`src/rtl/maze_timer_ctrl.sv`:
```
// maze_timer_ctrl
//   Game-flow controller for the maze BCD seconds timer. It runs a start
//   countdown, enables the timer while the player is in the maze, stops on
//   goal or time limit, latches the final time and keeps a best-time record.
//
// Ports:
//   i_Clk        system clock
//   i_Rst        asynchronous active-low reset
//   i_Start      one-cycle start pulse (debounced button)
//   i_Abort      one-cycle abort pulse, highest priority
//   i_Goal       one-cycle pulse when the player reaches the goal
//   i_Sec0/1     timer units/tens digit (BCD), fed back from the timer
//   o_TmrEnable  timer enable (high only in RUN); timer clears while low
//   o_State      FSM state: IDLE=0, CNTDN=1, RUN=2, DONE=3, TOUT=4
//   o_Count      countdown digit during CNTDN, else 0
//   o_Fin0/1     latched final time (BCD)
//   o_Best0/1    best completion time (BCD), 99 means no record
//   o_NewBest    one-cycle pulse when the best time is updated
module maze_timer_ctrl #(
  parameter int unsigned TICK_LAST = 99_999_999,
  parameter logic [3:0]  CNT_START = 4'd3,
  parameter logic [3:0]  LIMIT1    = 4'd6,
  parameter logic [3:0]  LIMIT0    = 4'd0
) (
  input  logic       i_Clk,
  input  logic       i_Rst,
  input  logic       i_Start,
  input  logic       i_Abort,
  input  logic       i_Goal,
  input  logic [3:0] i_Sec0,
  input  logic [3:0] i_Sec1,
  output logic       o_TmrEnable,
  output logic [2:0] o_State,
  output logic [3:0] o_Count,
  output logic [3:0] o_Fin0,
  output logic [3:0] o_Fin1,
  output logic [3:0] o_Best0,
  output logic [3:0] o_Best1,
  output logic       o_NewBest
);

  typedef enum logic [2:0] {
    S_IDLE  = 3'd0,
    S_CNTDN = 3'd1,
    S_RUN   = 3'd2,
    S_DONE  = 3'd3,
    S_TOUT  = 3'd4
  } state_t;

  localparam logic [26:0] TICK_LAST_C = 27'(TICK_LAST);

  state_t      state_q;
  logic [3:0]  count_q;
  logic [26:0] tick_cnt_q;
  logic [26:0] tick_cnt_d;
  logic [3:0]  fin0_q, fin1_q;
  logic [3:0]  best0_q, best1_q;
  logic        newbest_q;

  logic        tick;
  logic [7:0]  sec_bcd;
  logic [7:0]  best_bcd;
  logic        is_better;
  logic        limit_hit;

  assign tick       = (tick_cnt_q == TICK_LAST_C);
  assign tick_cnt_d = tick ? 27'd0 : tick_cnt_q + 27'd1;

  // With valid BCD digits, an unsigned compare of the concatenated
  // {tens,units} byte is the same as comparing tens first, then units.
  assign sec_bcd   = {i_Sec1, i_Sec0};
  assign best_bcd  = {best1_q, best0_q};
  assign is_better = (sec_bcd < best_bcd);
  assign limit_hit = (sec_bcd == {LIMIT1, LIMIT0});

  always_ff @(posedge i_Clk or negedge i_Rst) begin
    if (!i_Rst) begin
      state_q    <= S_IDLE;
      count_q    <= 4'd0;
      tick_cnt_q <= 27'd0;
      fin0_q     <= 4'd0;
      fin1_q     <= 4'd0;
      best0_q    <= 4'd9;
      best1_q    <= 4'd9;
      newbest_q  <= 1'b0;
    end else begin
      newbest_q <= 1'b0;
      if (i_Abort) begin
        state_q    <= S_IDLE;
        count_q    <= 4'd0;
        tick_cnt_q <= 27'd0;
      end else begin
        case (state_q)
          S_IDLE, S_DONE, S_TOUT: begin
            if (i_Start) begin
              state_q    <= S_CNTDN;
              count_q    <= CNT_START;
              tick_cnt_q <= 27'd0;
            end
          end
          S_CNTDN: begin
            tick_cnt_q <= tick_cnt_d;
            if (tick) begin
              if (count_q == 4'd1) begin
                state_q <= S_RUN;
                count_q <= 4'd0;
              end else begin
                count_q <= count_q - 4'd1;
              end
            end
          end
          S_RUN: begin
            // Goal takes precedence over reaching the limit in the same cycle.
            if (i_Goal) begin
              state_q <= S_DONE;
              fin0_q  <= i_Sec0;
              fin1_q  <= i_Sec1;
              if (is_better) begin
                best0_q   <= i_Sec0;
                best1_q   <= i_Sec1;
                newbest_q <= 1'b1;
              end
            end else if (limit_hit) begin
              state_q <= S_TOUT;
              fin0_q  <= LIMIT0;
              fin1_q  <= LIMIT1;
            end
          end
          default: begin
            state_q    <= S_IDLE;
            count_q    <= 4'd0;
            tick_cnt_q <= 27'd0;
          end
        endcase
      end
    end
  end

  assign o_TmrEnable = (state_q == S_RUN);
  assign o_State     = state_q;
  assign o_Count     = count_q;
  assign o_Fin0      = fin0_q;
  assign o_Fin1      = fin1_q;
  assign o_Best0     = best0_q;
  assign o_Best1     = best1_q;
  assign o_NewBest   = newbest_q;

endmodule

```
`config.mk`:
```
export PLATFORM = sky130hd
export DESIGN_NAME = maze_timer_ctrl
export DESIGN_NICKNAME = d
export VERILOG_FILES = /design/src/rtl/maze_timer_ctrl.sv
export SDC_FILE = /design/constraint.sdc
export NUM_CORES = 1
export LEC_CHECK = 0
export BUFFER_PORTS_ARGS = -buffer_cell sky130_fd_sc_hd__buf_2
export CAP_MARGIN = 25
export CORE_ASPECT_RATIO = 1.1
export CORE_MARGIN = 2
export CORE_UTILIZATION = 52
export DETAILED_ROUTE_END_ITERATION = 6
export HOLD_SLACK_MARGIN = 0.03
export PLACE_DENSITY_LB_ADDON = 0.2
export SLEW_MARGIN = 20
export SYNTH_ARGS = -nofsm -noshare
export SYNTH_HDL_FRONTEND = slang
export SYNTH_SLANG_ARGS = --single-unit
```
`constraint.sdc`:
```
create_clock -name i_Clk -period 2 [get_ports i_Clk]
set_clock_uncertainty 0.05 [all_clocks]
set_input_delay 0.1 -clock i_Clk [delete_from_list [all_inputs] [get_ports i_Clk]]
set_output_delay 0.1 -clock i_Clk [all_outputs]
set_load 0.05 [all_outputs]
```
==> metrics.txt, run 1 <==
Worst setup SP type flip-flop; grt ovf 0; Worst slew margin between 50% and 60%; GP Congestion 0.774; DRT Pass-1 Iters 4; status complete, no violations; H-tree Lvls 2; Crit Path Category flip-flop to flip-flop; worst-skew pair later-pin latency 300 ps; Worst Path Buf+Inv 1; WL/cell 14.6 um; Area Growth Syn to Fin 30.0%; Clock transition at path regs 90 ps; largest net degree at the start of global routing 25; Synthesized Nets 304; average size of a mapped cell 10.0 um2; Clock Sinks 51; Detailed Place HPWL 4230 um; port buffer count 37; Final Cycle Share between 90% and 100%; core area roughly 5300 um2; post-synthesis instance total ~280; Yosys top cell area share 41.8%; flops & latches, synth 51; 1st-iter DRT viols 80; number of flops mapped to enable cells by yosys 0; CTS Buf Count 5; share of cells above drive strength 1 37.9%; RSZ-0062 raised after global routing true; # diodes 0; Fmax achieved slightly above 500 MHz; worst-case clock buffer depth 2; Top FF cell, synth dfrtp_1; top post-synthesis cells by area dfrtp_1 42%, nor2_1 4.7%, xnor2_1 4.7%; initial core utilization a little over half; final number of max-transition violations 0; CP Capture Type flip-flop; critical path data arrival time 2170 ps; maximum vdd drop 0.356 mV; Seq/Total Area, Yosys 45.5%; Post-Route WL 6210 um; Tmin final 1970 ps; placed cell count 410; Leak 1.61 nW; vias per cell 5.43; Die ar. 6020 um2; die span in x approximately 74 um; Synthesis Warnings 0; commonest non-fill, non-tap cell in the layout dfrtp_1; Slew @ Worst Pin 695 ps; root buf cell clkbuf_8; Crit path top cell by count nand2_1; Distinct cells, synth 54; Routed Antenna Nets 0; Tot Pwr 2.38 mW; slowest stage delay, CP around 450 ps; PwrDens 649 nW/um2; Nets around 370; first-pass GRT wire length 9870 um; vias after detailed routing 2312; critical path peak fanout 8; row cnt 28; count of final setup violators 0; Final Hold Vio Count 0; family with the most delay on the worst path simple AND/OR/NAND/NOR gates; Total GRT Usage 20.9%; cell taking the most area after synthesis dfrtp_1; worst path cell trace ha_2, and3_4, nand2_1, or4_4, buf_4, o2bb2a_1, nand2_1; die height between 80 and 90 um; Max-cap violations 0; worst min path class primary input to flip-flop; leading cell types in the layout, fill and taps excluded 39 x dfrtp_1, 37 x buf_2, 29 x nor2_1; CP max-delay cell or4_4; Ports 38; worst path required time 2200 ps; Mapped Area 2820 um2; antenna violations before repair 0; asr flop ratio synth 100%; CTS tree built; residual DRC count 0; vias in the first global route roughly 2200; Post-Layout Cell Count around 430
[Yosys cell counts (8+ instances only)]
cell type and count:
dfrtp_1 47, nor2_1 35, nand2_1 22, inv_1 17
xnor2_1 15, ha_1 10, mux2_2 9, xor2_1 9
nand3_1 8, nand4_1 8
[kinds of logic after synthesis]
| logic type | share of synthesized area [%] |
|---|---|
| and+or+nand+nor | 22.6 |
| adders and majority gates | 4.44 |
| AOI/OAI and AO/OA | 11.2 |
| buffers and inverters | 4.49 |
| xor gates and xnor gates | 7.47 |
| DFF | 45.5 |
| muxes | 4.31 |
[area by class of cell]
cell class	instances	area, um2
Inverter	17	63.8
Sequential cell	51	1290
Multi-Input combinational cell	202	1540
Fill cell	407	1630
Tap cell	75	93.8
Clock inverter	1	7.51
Timing Repair Buffer	73	564
Clock buffer	7	96.3
[per-stage QoR]
| step | util, % | cell area, um2 | TNS (ps) | hold WS [ps] | setup WS, ps |
|---|---|---|---|---|---|
| floorplan | - | 2900 | -116 | -246 | -38.5 |
| global placement | 63.2 | 3340 | 0 | 70.7 | 32.5 |
| detailed placement | 63.2 | 3340 | -11.6 | 73.4 | -9.06 |
| CTS | 66.4 | 3510 | 0 | 33.4 | 6.90 |
| global route | 69.2 | 3660 | -312 | 36.4 | -26.7 |
| finish | 69.2 | 3660 | 0 | 37.1 | 30.5 |
[worst register-to-register path, cell delays in order, from the launching register on]
cell and delay (ps):
dfrtp_1 390, ha_2 210, and3_4 190, nand2_1 70, or4_4 450, buf_4 190, o2bb2a_1 290, nand2_1 60
[where the power goes]
part / total (mW) / internal, mW / switching [mW]
Combinational: 0.622 / 0.238 / 0.383
Clock: 0.640 / 0.315 / 0.326
Sequential: 1.11 / 1.08 / 0.0341
Total: 2.38 / 1.63 / 0.743
[final timing paths]
path | startpoint | endpoint | slack, ps | cells after the start
worst max-delay path | tick_cnt_q[0] | o_Count[2] | 30 | 7
worst min-delay path | i_Sec0[0] | o_Fin0[0] | 40 | 2
worst max register to register | tick_cnt_q[0] | o_Count[2] | 30 | 7
worst min register to register | o_Fin0[1] | o_Fin0[1] | 450 | 1
max in group asynchronous | i_Rst | o_Best0[0] | 1050 | 3
min in group asynchronous | i_Rst | o_Count[2] | 260 | 2
[sequential cells by signal, summed over array words and instances, names as in the netlist]
signal	count
o_Best1	4
o_State	3
o_Best0	4
o_Fin1	4
o_Count	4
o_NewBest	1
tick_cnt_q	27
o_Fin0	4
[per-layer routing]
layer / wire length (um) / vias to the layer above / GRT usage [%]
met5: 0 / - / 0
met4: 77 / 0 / 4.91
met3: 199 / 8 / 3.35
met2: 3080 / 43 / 35.7
met1: 2850 / 1129 / 27.9
li1: - / 1132 / -
[repair_timing]
action	4_1_cts	5_1_grt
gates resized for setup	3	17
hold buffers	3	0
gates cloned	0	3
hold endpoints to repair	21	0
pin swaps	1	5
setup buffers	1	1
endpoints found under the setup margin	10	35
Note: power is estimated with default switching activity, not from simulation.
==> inputs of run 2 (changes only) <==
--- a/config.mk
+++ b/config.mk
@@ -8,12 +8,11 @@
 export BUFFER_PORTS_ARGS = -buffer_cell sky130_fd_sc_hd__buf_2
 export CAP_MARGIN = 25
 export CORE_ASPECT_RATIO = 1.1
-export CORE_MARGIN = 2
+export CORE_MARGIN = 3
 export CORE_UTILIZATION = 52
 export DETAILED_ROUTE_END_ITERATION = 6
 export HOLD_SLACK_MARGIN = 0.03
 export PLACE_DENSITY_LB_ADDON = 0.2
-export SLEW_MARGIN = 20
 export SYNTH_ARGS = -nofsm -noshare
 export SYNTH_HDL_FRONTEND = slang
 export SYNTH_SLANG_ARGS = --single-unit
==> metrics.txt, run 2 (synthesis results as in run 1) <==
Worst setup SP type flip-flop; Nets 377 (+1.1%); H-tree Lvls 2 (unchanged); Critical R2R Launch tick_cnt_q[12]; max reg flops 27 (unchanged); hold path start i_Sec0[1]; residual DRC count 0 (unchanged); Clock Sinks 51 (unchanged); port buffer count 37 (unchanged); Tmin final 1950 ps (-19.1 ps); Fmax achieved 513 MHz (+0.98%); row cnt 27 (-3.6%); initial core utilization 54.8% (+1.6 points); r2r setup slk 50 ps (+20 ps); Final Cycle Share 97.5% (-0.96 points); Detailed Place HPWL 4420 um (+4.4%); Total GRT Usage 19.7% (-1.3 points); Post-Route WL 6240 um (+0.52%); vias per cell 5.48 (+1.0%); worst-case clock buffer depth 2 (unchanged); hold endpoint o_Fin0[1]; final worst slack 49.6 ps (+19.1 ps); leading cell types in the layout, fill and taps excluded 39 x dfrtp_1, 37 x buf_2, 35 x nor2_1; Slew @ Worst Pin 567 ps (-128 ps); first-pass GRT wire length 10400 um (+4.9%); die span in x 76.2 um (+2.7%); 1st-iter DRT viols 91 (+14%); # diodes 0 (unchanged); core area 5130 um2 (-2.9%); worst path required time 2170 ps (-30 ps); vias in the first global route 2282 (+5.4%); placed cell count 407 (-0.73%); Max-cap violations 0 (unchanged); pre-CTS setup slack 4.51 ps (+13.6 ps); count of final setup violators 0 (unchanged); # fillers 420 (+3.2%); r2r endpoint o_Count[0]; Area Growth Syn to Fin 27.4%; die height 83.2 um (+2.5%); Worst slew margin 62.2% (+8.8 points); Hold Slack 46.9 ps (+9.80 ps); Die ar. 6330 um2 (+5.2%); CTS tree built; root buf cell clkbuf_8; PwrDens 677 nW/um2 (+4.3%); Tot Pwr 2.43 mW (+2.2%); WL/cell 14.6 um (+0.28%); Crit Path Category flip-flop to flip-flop; CP Capture Type flip-flop; Leak 1.61 nW (-0.12%); final number of max-transition violations 0 (unchanged); antenna violations before repair 0 (unchanged); RSZ-0062 raised after global routing true; grt ovf 0 (unchanged); Clock transition at path regs 100 ps (about the same); R2R cell count 6 (-1); critical path data arrival time 2120 ps (-50 ps); DRT Pass-1 Iters 4 (unchanged); Post-Layout Cell Count 427 (+0.23%); status complete, no violations; vias after detailed routing 2341 (+1.3%); Final Hold Vio Count 0 (unchanged); GP Congestion 0.816 (+5.5%); critical path peak fanout 3 (-5); largest net degree at the start of global routing 26 (+4.0%); commonest non-fill, non-tap cell in the layout dfrtp_1; worst min path class primary input to flip-flop; share of cells above drive strength 1 34.9% (-3.0 points); CTS Buf Count 5 (unchanged); Worst Hold Path Cells 2 (unchanged); Ports 38 (unchanged); Largest Register tick_cnt_q; Routed Antenna Nets 0 (unchanged); maximum vdd drop 0.428 mV (+20%); worst-skew pair later-pin latency 300 ps (about the same)
-- run 2: changes by cell type in the layout (fill, tap and decap cells not counted), moves of 3 or more --
cell,previous run,this run
buf_12,5,0
buf_4,25,30
buf_6,1,5
mux2_2,8,5
mux2_4,1,4
nor2_1,29,35
nor2_2,6,0
nor4_1,3,6
nor4_2,3,0
-- run 2: area by class of cell --
cell class | instances | area [um2] | area share [%]
multi-input combinational | 202 | 1510 | 42.0
tap | 72 | 90.1 | 2.51
clock buffer | 6 | 82.6 | 2.30
timing repair buffer | 77 | 517 | 14.4
sequential | 51 | 1290 | 36.0
clock inverter | 2 | 35.0 | 0.977
inverter | 17 | 63.8 | 1.78
-- run 2: repair_timing --
action	CTS	global route
hold endpoints to repair	21	2
hold buffers	3	2
resized for setup	0	17
pin swaps	0	6
setup endpoints to repair	3	43
setup buffers	3	4
-- run 2: where the power goes --
group | switching [mW] | internal [mW] | leakage (nW) | total, mW
Clock | 0.337 | 0.405 | 0.0612 | 0.743
Sequential | 0.0375 | 1.08 | 0.669 | 1.12
Combinational | 0.370 | 0.199 | 0.879 | 0.569
-- run 2: how the worst max path moves through the flow --
stage | from | to | slack, ps | cells after the start
2_1_floorplan | o_State[2] | o_Best0[1] | -40 | 7
3_3_place_gp | o_Best1[2] | o_Best1[1] | 40 | 7
3_5_place_dp | o_Best1[2] | o_Best1[1] | 5 | 7
4_1_cts | tick_cnt_q[0] | o_State[1] | 3 | 6
5_1_grt | tick_cnt_q[0] | o_Count[1] | -50 | 7
6_report | tick_cnt_q[12] | o_Count[0] | 50 | 6
-- run 2: metal layers --
metal / routed length, um / GRT usage, % / part of all wire, % / vias to the layer above
met5: 0 / 0 / 0 / -
met1: 2890 / 26.1 / 46 / 1152
met3: 190 / 3.80 / 3.0 / 12
met4: 110 / 5.60 / 1.8 / 0
met2: 3060 / 33.0 / 49 / 41
li1: - / - / - / 1136
-- run 2: worst max-delay path, cell delays in order (launching register included) --
cell     delay [ps]
dfrtp_1         410
nor4_1          260
nand2_1          80
or4_4           540
a21oi_4         220
buf_6           130
mux2i_1         170
-- run 2: per-stage QoR --
| step | setup TNS, ps | area (um2) | util [%] |
|---|---|---|---|
| after global routing | -432 | 3590 | 69.9 |
| final | 0 | 3590 | 69.9 |
| after floorplan | -116 | 2900 | - |
| after detailed placement | 0 | 3300 | 64.3 |
| after CTS | 0 | 3470 | 67.6 |
| after global placement | 0 | 3300 | 64.3 |
==> inputs of run 3 (changes only) <==
--- a/config.mk
+++ b/config.mk
@@ -7,12 +7,14 @@
 export LEC_CHECK = 0
 export BUFFER_PORTS_ARGS = -buffer_cell sky130_fd_sc_hd__buf_2
 export CAP_MARGIN = 25
+export CELL_PAD_IN_SITES_DETAIL_PLACEMENT = 0
+export CELL_PAD_IN_SITES_GLOBAL_PLACEMENT = 2
 export CORE_ASPECT_RATIO = 1.1
 export CORE_MARGIN = 3
-export CORE_UTILIZATION = 52
+export CORE_UTILIZATION = 33
 export DETAILED_ROUTE_END_ITERATION = 6
 export HOLD_SLACK_MARGIN = 0.03
-export PLACE_DENSITY_LB_ADDON = 0.2
+export PLACE_DENSITY = 0.83
 export SYNTH_ARGS = -nofsm -noshare
 export SYNTH_HDL_FRONTEND = slang
 export SYNTH_SLANG_ARGS = --single-unit
==> metrics.txt, run 3 (synthesis results as in run 1) <==
PwrDens 616 nW/um2 (-9.0%); Tot Pwr 2.39 mW (-1.5%); Worst slew margin 56.2% (-6.0 points); commonest non-fill, non-tap cell in the layout dfrtp_1; Sequential Power Share 46.7% (+0.7 points); worst-case clock buffer depth 2 (unchanged); Nets 388 (+2.9%); initial core utilization 34.8% (-20 points); vias in the first global route 2270 (-0.53%); share of cells above drive strength 1 41.5% (+6.6 points); Psw 0.787 mW (+5.8%); residual DRC count 0 (unchanged); Tmin final 1980 ps (+28.7 ps); Clock Sinks 51 (unchanged); worst path required time 2180 ps (about the same); Routed Antenna Nets 0 (unchanged); worst-skew pair later-pin latency 310 ps (about the same); # diodes 0 (unchanged); power share of the combinational group 28.7% (+5.3 points); Total GRT Usage 14.2% (-5.5 points); final number of max-transition violations 0 (unchanged); CP Capture Type flip-flop; total negative slack 0 ps (unchanged); port buffer count 37 (unchanged); WL/cell 14.3 um (-2.3%); RSZ-0062 raised after global routing true; critical path peak fanout 4 (+1); final worst slack 20.9 ps (-28.7 ps); CTS Buf Count 5 (unchanged); Final Cycle Share 99.0% (+1.4 points); vias after detailed routing 2348 (+0.30%); placed cell count 450 (+11%); Final Hold Vio Count 0 (unchanged); Worst setup SP type primary input; worst min path class primary input to flip-flop; Max-cap violations 0 (unchanged); internal power 1.61 mW (-4.7%); core area 8080 um2 (+57%); Fmax achieved 505 MHz (-1.4%); Clock transition at path regs 100 ps (about the same); DP Area 3440 um2 (+4.1%); pre-CTS setup slack -35.6 ps (-40.1 ps); maximum vdd drop 0.379 mV (-11%); largest net degree at the start of global routing 36 (+38%); first-pass GRT wire length 11000 um (+5.7%); root buf cell clkbuf_8; post-layout instance area 3880 um2 (+8.3%); Crit Path Category primary input to flip-flop; Area Growth Syn to Fin 38.0%; H-tree Lvls 2 (unchanged); count of final setup violators 0 (unchanged); Clk pwr share 24.6% (-6.0 points); 1st-iter DRT viols 70 (-23%); status complete, no violations; Post-Layout Cell Count 474 (+11%); critical path data arrival time 2160 ps (+40 ps); CTS tree built; vias per cell 4.95 (-9.6%); DRT Pass-1 Iters 6 (+2); Leak 1.68 nW (+4.7%); GP Congestion 0.798 (-2.2%); Die ar. 9680 um2 (+53%); Largest Register tick_cnt_q; row cnt 34 (+26%); die height 103 um (+24%); Detailed Place HPWL 4590 um (+3.9%); grt ovf 0 (unchanged); die span in x 94.1 um (+24%); max reg flops 27 (unchanged); Slew @ Worst Pin 653 ps (+86.1 ps); antenna violations before repair 0 (unchanged); leading cell types in the layout, fill and taps excluded 39 x dfrtp_1, 37 x buf_2, 37 x buf_4; Post-Route WL 6770 um (+8.4%); Ports 38 (unchanged); sw frac 32.9% (+2.3 points)
[run 3: changes by cell type in the layout (fill, tap and decap cells not counted), moves of 4 or more]
cell	change
nor2_1	-11
nor2_2	+7
buf_12	+4
mux2_2	-4
nor2_4	+4
buf_4	+7
mux2_4	+4
[run 3: layout make-up]
type / instances / area (um2)
fillers: 762 / 4200
multi-input cells: 202 / 1620
flip-flops and latches: 51 / 1290
repair buffers: 88 / 693
well taps: 108 / 135
clock buffers: 6 / 72.6
inverters: 17 / 63.8
clock inverters: 2 / 12.5
[run 3: repair_timing]
| action | 4_1_cts | 5_1_grt |
|---|---|---|
| resized for setup | 1 | 41 |
| cloned | 1 | 2 |
| hold buffers | 5 | 0 |
| pin swaps | 1 | 17 |
| hold endpoints to repair | 24 | 0 |
| setup buffers | 3 | 5 |
| endpoints found under the setup margin | 10 | 38 |
[run 3: power by group through the flow]
stage	Clock [mW]	Sequential, mW	Combinational [mW]
2_1_floorplan	0	1.27	0.241
3_3_place_gp	0	1.14	0.552
3_5_place_dp	0	1.14	0.553
4_1_cts	0.613	1.12	0.613
5_1_grt	0.663	1.12	0.748
6_report	0.588	1.12	0.687
[run 3: worst paths after layout]
kind	from	endpoint	slack, ps	depth (start not counted)
worst max-delay path	i_Sec0[1]	o_Best0[3]	20	8
worst min-delay path	i_Sec0[2]	o_Fin0[2]	40	2
worst max register to register	o_Best0[1]	o_Best0[3]	40	7
worst min register to register	o_Fin1[3]	o_Fin1[3]	460	1
max in group asynchronous	i_Rst	o_Best1[3]	1100	3
min in group asynchronous	i_Rst	o_Fin1[1]	200	2
[run 3: metal layers]
metal	vias to the layer above	track usage, %	share of wire (%)	routed length, um
met2	48	23.6	47	3190
met5	-	0	0	0
li1	1159	-	-	-
met4	0	4.44	1.9	127
met1	1130	18.7	46	3140
met3	11	3.07	4.5	308
[run 3: critical path, cell delays in order]
cell and delay (ps):
dlygate4sd3_1 540, buf_2 170, ha_4 250, a211oi_4 230, o21ai_2 90, a41oi_4 290
clkbuf_16 200, mux2_4 290
[run 3: metrics by stage]
stage	hold slack (ps)	util (%)
floorplan	-246	-
global placement	4.67	42.5
detailed placement	2.56	42.5
CTS	36.9	45.1
global route	46.9	48.1
finish	39.5	48.1
